`src/rtl/fpu_add_arbiter.sv`:
```
// rtl/fpu_add_arbiter.sv - round-robin arbiter sharing one single-precision adder among NUM_REQ requesters
// One operation is in flight at a time; its result is returned only to the lane that issued it.
module fpu_add_arbiter #(
   parameter int NUM_REQ = 4,
   parameter int ID_W    = $clog2(NUM_REQ)
) (
   input  logic                  clk,
   input  logic                  rst,
   input  logic [NUM_REQ-1:0]    req_valid,
   input  logic [NUM_REQ*32-1:0] req_a,
   input  logic [NUM_REQ*32-1:0] req_b,
   output logic [NUM_REQ-1:0]    req_ready,
   output logic [NUM_REQ-1:0]    rsp_valid,
   input  logic [NUM_REQ-1:0]    rsp_ready,
   output logic [31:0]           rsp_z,
   output logic [31:0]           add_a,
   output logic [31:0]           add_b,
   output logic                  add_a_stb,
   output logic                  add_b_stb,
   input  logic                  add_a_ack,
   input  logic                  add_b_ack,
   input  logic [31:0]           add_z,
   input  logic                  add_z_stb,
   output logic                  add_z_ack,
   output logic                  busy,
   output logic [ID_W-1:0]       grant_id
);
   localparam logic [1:0] S_IDLE    = 2'd0;
   localparam logic [1:0] S_SEND    = 2'd1;
   localparam logic [1:0] S_WAIT_Z  = 2'd2;
   localparam logic [1:0] S_RESPOND = 2'd3;

   logic [1:0]         state_q, state_d;
   logic [ID_W-1:0]    rr_q, rr_d;
   logic [ID_W-1:0]    grant_q, grant_d;
   logic [31:0]        a_q, a_d;
   logic [31:0]        b_q, b_d;
   logic [31:0]        z_q, z_d;
   logic               a_done_q, a_done_d;
   logic               b_done_q, b_done_d;

   logic               win_found;
   logic [ID_W-1:0]    win_idx;
   logic [NUM_REQ-1:0] win_onehot;
   logic [NUM_REQ-1:0] grant_onehot;
   logic               accept;
   logic               a_fin;
   logic               b_fin;
   logic               rsp_take;

   function automatic logic [ID_W-1:0] wrap_add(input logic [ID_W-1:0] base, input int off);
      int sum;
      sum = int'(base) + off;
      if (sum >= NUM_REQ) sum = sum - NUM_REQ;
      return ID_W'(sum);
   endfunction

   // First requesting lane at or above the pointer, wrapping around.
   always_comb begin
      win_found = 1'b0;
      win_idx   = '0;
      for (int i = 0; i < NUM_REQ; i++) begin
         if (!win_found && req_valid[wrap_add(rr_q, i)]) begin
            win_found = 1'b1;
            win_idx   = wrap_add(rr_q, i);
         end
      end
   end

   assign win_onehot   = NUM_REQ'(1) << win_idx;
   assign grant_onehot = NUM_REQ'(1) << grant_q;

   assign accept    = (state_q == S_IDLE) && win_found;
   assign req_ready = accept ? win_onehot : '0;

   assign add_a_stb = (state_q == S_SEND) && !a_done_q;
   assign add_b_stb = (state_q == S_SEND) && !b_done_q;
   assign a_fin     = a_done_q || (add_a_stb && add_a_ack);
   assign b_fin     = b_done_q || (add_b_stb && add_b_ack);
   assign add_a     = a_q;
   assign add_b     = b_q;

   assign add_z_ack = (state_q == S_WAIT_Z) && add_z_stb;

   assign rsp_valid = (state_q == S_RESPOND) ? grant_onehot : '0;
   assign rsp_take  = (state_q == S_RESPOND) && rsp_ready[grant_q];
   assign rsp_z     = z_q;

   assign busy      = (state_q != S_IDLE);
   assign grant_id  = grant_q;

   always_comb begin
      state_d  = state_q;
      rr_d     = rr_q;
      grant_d  = grant_q;
      a_d      = a_q;
      b_d      = b_q;
      z_d      = z_q;
      a_done_d = a_done_q;
      b_done_d = b_done_q;
      case (state_q)
         S_IDLE: begin
            if (accept) begin
               a_d      = req_a[32*win_idx +: 32];
               b_d      = req_b[32*win_idx +: 32];
               grant_d  = win_idx;
               a_done_d = 1'b0;
               b_done_d = 1'b0;
               state_d  = S_SEND;
            end
         end
         S_SEND: begin
            // Each strobe retires independently; move on only once both have been taken.
            a_done_d = a_fin;
            b_done_d = b_fin;
            if (a_fin && b_fin) state_d = S_WAIT_Z;
         end
         S_WAIT_Z: begin
            if (add_z_stb) begin
               z_d     = add_z;
               state_d = S_RESPOND;
            end
         end
         S_RESPOND: begin
            if (rsp_take) begin
               rr_d    = wrap_add(grant_q, 1);
               state_d = S_IDLE;
            end
         end
         default: state_d = S_IDLE;
      endcase
   end

   always_ff @(posedge clk) begin
      if (!rst) begin
         state_q  <= S_IDLE;
         rr_q     <= '0;
         grant_q  <= '0;
         a_q      <= '0;
         b_q      <= '0;
         z_q      <= '0;
         a_done_q <= 1'b0;
         b_done_q <= 1'b0;
      end else begin
         state_q  <= state_d;
         rr_q     <= rr_d;
         grant_q  <= grant_d;
         a_q      <= a_d;
         b_q      <= b_d;
         z_q      <= z_d;
         a_done_q <= a_done_d;
         b_done_q <= b_done_d;
      end
   end
endmodule

```
`config.mk`:
```
export PLATFORM = sky130hd
export DESIGN_NAME = fpu_add_arbiter
export DESIGN_NICKNAME = d
export VERILOG_FILES = /design/src/rtl/fpu_add_arbiter.sv
export SDC_FILE = /design/constraint.sdc
export NUM_CORES = 1
export LEC_CHECK = 0
export ABC_CLOCK_PERIOD_IN_PS = 3900
export BUFFER_PORTS_ARGS = -buffer_cell sky130_fd_sc_hd__buf_4
export CELL_PAD_IN_SITES_DETAIL_PLACEMENT = 1
export CELL_PAD_IN_SITES_GLOBAL_PLACEMENT = 1
export CORE_AREA = 2 2 160 162
export CTS_CLUSTER_SIZE = 16
export DETAILED_ROUTE_END_ITERATION = 10
export DIE_AREA = 0 0 162 164
export PLACE_DENSITY_LB_ADDON = 0.1
export SLEW_MARGIN = 0
export SYNTH_ARGS = -nofsm -noshare
export SYNTH_HDL_FRONTEND = slang
export SYNTH_SLANG_ARGS = --single-unit
```
`constraint.sdc`:
```
create_clock -name clk -period 3.9 [get_ports clk]
set_input_delay 0.195 -clock clk [delete_from_list [all_inputs] [get_ports clk]]
set_output_delay 0.195 -clock clk [all_outputs]
set_load 0.05 [all_outputs]
```
* Word level (Yosys, flattened, before mapping) *
Cells that the tools add are included.

storage, ports and cells
  output and inout bits = 110
  bits in registers = 104
  logic and storage cells = 97
  input port bits = 301

operators by class
  $add $sub $neg = 9
  shift-type cells = 4
  $lt $le $gt $ge = 10
  mux-type cells = 33
  reduce and logical (&&, ||, !) cells = 26
  equal/unequal tests = 7

operators with widths
  cell                   number
  $shiftx A128 B8 Y32    2
  $mux W2                13
  $lt A2 B3 Y1 const B   5
  $ge A3 B3 Y1 const B   4
  $logic_and A1 B1 Y1    11
  $bmux W1 S2            5
  $mux W1                10
  $sub A2 B1 Y2 const B  5
  $mux W4                2
  $pmux W2 S4            1
  $reduce_and A2 Y1      4
  $shl A1 B2 Y4 const A  2
  $add A2 B1 Y3 const B  2
  $add A2 B2 Y3 const B  2
  $ne A2 B2 Y1 const B   3
  $logic_not A1 Y1       5
  $eq A2 B2 Y1 const B   2
  $pmux W1 S2            2
  $reduce_and A4 Y1      1
  $reduce_bool A2 Y1     2
  $ge A2 B3 Y1 const B   1
  $eq A2 B1 Y1 const B   1
  $logic_not A2 Y1       1
  $logic_or A1 B1 Y1     2
  $ne A2 B1 Y1 const B   1

* Longest topological paths before layout *
  depth after elaboration = 17
  depth in mapped cells = 9
  mapped depth without buffers = 7

* Worst setup path before layout *
No wires, ideal clock.

  path type = register to output
  from = register state_q[0]
  to = output req_ready[0]
  slack = 1197 ps
  stages on the path, launching flop included = 8
  buffers on the path = 2
  arrival time = 2508 ps
  path through = dfxtp_1 inv_1 ha_1 inv_1 a21o_1 clkbuf_1 clkbuf_1 nor3_1

on the way
  longest elaborated chain between the ends = 3

RTL lines
  what                    RTL line  source
  from (decl)             33        logic [1:0] state_q, state_d;
  from (signal assigned)  145       state_q <= state_d;
  $logic_not A2 Y1        73        assign accept = (state_q == S_IDLE) && win_found;
  $logic_and A1 B1 Y1     73
  $mux W4                 74        assign req_ready = accept ? win_onehot : '0;
  to (decl)               12        output logic [NUM_REQ-1:0] req_ready,

Every way passes these cells.

* Worst setup path after layout *
  from = register rr_q[0]
  to = output req_ready[3]

on the way
  longest elaborated chain between the ends = 16
  elaborated cells between the ends (all ways) = 40
  those cells by class = add/sub (7); order compare (4); shift (1); mux (21); reduce/logical (7)

RTL lines
  what                                                                    RTL line  source
  from (decl)                                                             34        logic [ID_W-1:0] rr_q, rr_d;
  from (signal assigned)                                                  146       rr_q <= rr_d;
  parallel branches: the longest is 15 deep, another holds $add A2 B1 Y3  --
  $mux W4 (*)                                                             74

Every way passes the cells marked *. The select of a mux whose other input is x is not followed.

==> results.md <==
- DRT iter0 DRCs: 307
- Peak supply drop: 390 µV
- CTS clk-pin slew, worst paths: 0.09 ns
- GR peak layer: met2
- RSZ-0062 raised after global routing: false
- Final wirelength: 31400 µm
- Mapped Area: 7180 µm²
- DP HPWL: 22300 µm
- Fmax: 380 MHz
- Cts hold-fix bufs: 0
- Post-CTS Setup Bufs: 0
- Htree depth: 3
- DR WL/cell: 19.3 µm
- Critical path class: flop to output pin
- # DRC: 0
- Starting Density: 0.289
- Maxcap violations: 0
- Post-synth net total: 1263
- Hold WC Path Type: primary input to flop
- Post-synth ARST share: 0
- Vias in the first global route: 8577
- Min Tclk post-route: 2.63 ns
- Deepest clock path buffer count: 2
- Total GRT Usage: 0.225
- Flops & latches, synth: 104
- Initial antenna violation count: 1
- Global-route wire length before repair: 47300 µm
- Max-slew headroom: 0.425
- EDFF count, synth: 0
- Cell variety after synth: 33
- Syn avg cell area: 7.54 µm²
- Met3 GRT Util: 0.0715
- Met1 GRT Util: 0.258
- Die ar.: 26600 µm²
- Worst-Margin Slew: 0.863 ns
- CTS root buf: clkbuf_16
- Crit start category: flop
- CTS Sinks: 104
- Sequential fraction of the synthesis area: 0.290
- Post-synthesis simple-gate area fraction: 0.283
- Share of post-route cells with drive strength above 1: 0.350
- Worst-path maximum fanout: 86
- Fin crit share: 0.674
- Post-synthesis mux area share: 0.00871
- Synth Area in Compound Gates: 0.333
- Layout overhead on the synthesized area: 48.9%
- YS warnings: 0
- DR vias/cell: 5.21
- Die width: 162 µm
- Final hold violations: 0
- Crit. End Element: output pin
- Via count: 8453
- Post-Synth Adder-Cell Area: 0.0157
- Main combinational cell family by area after synthesis: compound AO/OA/AOI/OAI gates
- Met2 Usage GRT: 0.402
- Grt total ovfl: 0
- Largest net degree at the start of global routing: 88
- Layout net count: 1595
- CTS tree: built
- Die Ht: 164 µm
- Syn Inst Count: 953
- Final Skew: 0.0159 ns
- Post-Synth XOR/XNOR Area: 0
- Arr. time, crit path: 2.43 ns
- Status: completed
- Final setup viols: 0
- Placer Congestion: 0.799
- Post-DRT Antenna Nets: 0
- IO buf count: 410
- Lkg Pwr: 5.13 nW
- Pwr dens: 471 nW/µm²
- Row Count: 58
- Core area: 24800 µm²
- Fin. max-slew vios: 0
- Total Neg Setup Slack: 0 ns
- Skew-Pair Late Insertion Delay: 0.37 ns
- Total power: 5.03 mW
- Num CTS Buffers: 9
- Worst path required time: 3.70 ns
- IO Count: 411
- DRT Pass-1 Iters: 4
- # resized after CTS: 0
- Top_reg_cell synth: dfxtp_1
[through the flow]
| stage | cells | hold slack [ns] | setup WS (ns) | util | instance area [µm²] |
|---|---|---|---|---|---|
| 6_report | 1621 | 0.0654 | 1.27 | 0.431 | 10700 |
| 5_1_grt | 1621 | 0.0626 | 1.06 | 0.431 | 10700 |
| 4_1_cts | 1620 | 0.0509 | 1.21 | 0.431 | 10700 |
| 3_5_place_dp | 1604 | 0.449 | 1.23 | 0.419 | 10400 |
| 3_3_place_gp | 1604 | 0.441 | 1.25 | 0.419 | 10400 |
| 2_1_floorplan | 953 | 0.331 | 1.20 | - | 7180 |
[state kept, by name, indices dropped and copies added (netlist names)]
register,cells
rr_q,2
b_done_q,1
rsp_z,32
state_q,2
add_b,32
add_a,32
a_done_q,1
grant_id,2
[worst max-delay path, cell delays in order, from the launching register on]
cell,delay [ns]
dfxtp_1,0.36
nor2b_1,0.07
or4b_4,0.90
nand2_1,0.25
nand2_1,0.11
nor2_1,0.15
buf_4,0.22
[cells by family after synthesis]
| logic type | after synthesis |
|---|---|
| DFF | 104 |
| muxes | 5 |
| buffers and inverters | 114 |
| AOI/OAI and AO/OA | 363 |
| and+or+nand+nor | 358 |
| adders and majority gates | 9 |
[path summary, 6_finish.rpt]
path                          from  depth (start not counted)  slack [ns]                endpoint
max           rr_q[0]$_SDFFE_PN0P_                          6        1.27            req_ready[3]
min                      add_z[10]                          3        0.07  rsp_z[10]$_SDFFE_PN0P_
max reg2reg   rr_q[0]$_SDFFE_PN0P_                          6        1.28   add_a[7]$_SDFFE_PN0P_
min reg2reg  rsp_z[1]$_SDFFE_PN0P_                          2        0.46   rsp_z[1]$_SDFFE_PN0P_
[cells in the mapped netlist, types with 6 or more instances]
cell      instances  area (µm²)
nand3_1           6        30.0
nor2b_1           6        37.5
and3_1          189        1180
clkbuf_1         75         282
nor2_1           10        37.5
nand2_1          71         267
buf_6             6        67.6
o21ai_1          31         155
o32ai_1          63         552
dfxtp_1         104        2080
a21boi_1        102         766
ha_1              9         113
inv_1             8        30.0
and2_1           68         425
a21boi_0         24         180
buf_2            22         110
a21oi_1         101         505
o21ai_0          34         170
[routing by layer]
layer	share of wire	up-vias
li1	-	4147
met1	0.41	4001
met2	0.49	270
met3	0.082	35
met4	0.023	0
met5	0	-
[cell type report]
type	instances	area [µm²]
Timing Repair Buffer	427	3260
Clock buffer	10	229
Tap cell	330	413
Clock inverter	6	62.6
Inverter	8	31.3
Antenna cell	1	2.50
Sequential cell	104	2080
Fill cell	3117	14100
Multi-Input combinational cell	735	4620
[placed cells by master (no fill, tap or decap), drive strengths merged, types with 2 or more instances in the layout]
master  instances
dfxtp         104
and2           68
clkinv          4
o32ai          63
o21ai          65
a211oi          2
nor2           10
nor2b           6
buf           427
a21oi         101
and3          189
clkbuf         10
nor3            4
inv            10
mux2i           4
nand3           6
a21boi        126
ha              9
nand2          71
[power by group]
| group | switching (mW) | total (mW) | internal, mW |
|---|---|---|---|
| clock | 0.491 | 0.943 | 0.453 |
| combinational | 1.76 | 2.71 | 0.942 |
| sequential | 0.127 | 1.38 | 1.26 |
Note: power is estimated with default switching activity, not from simulation.
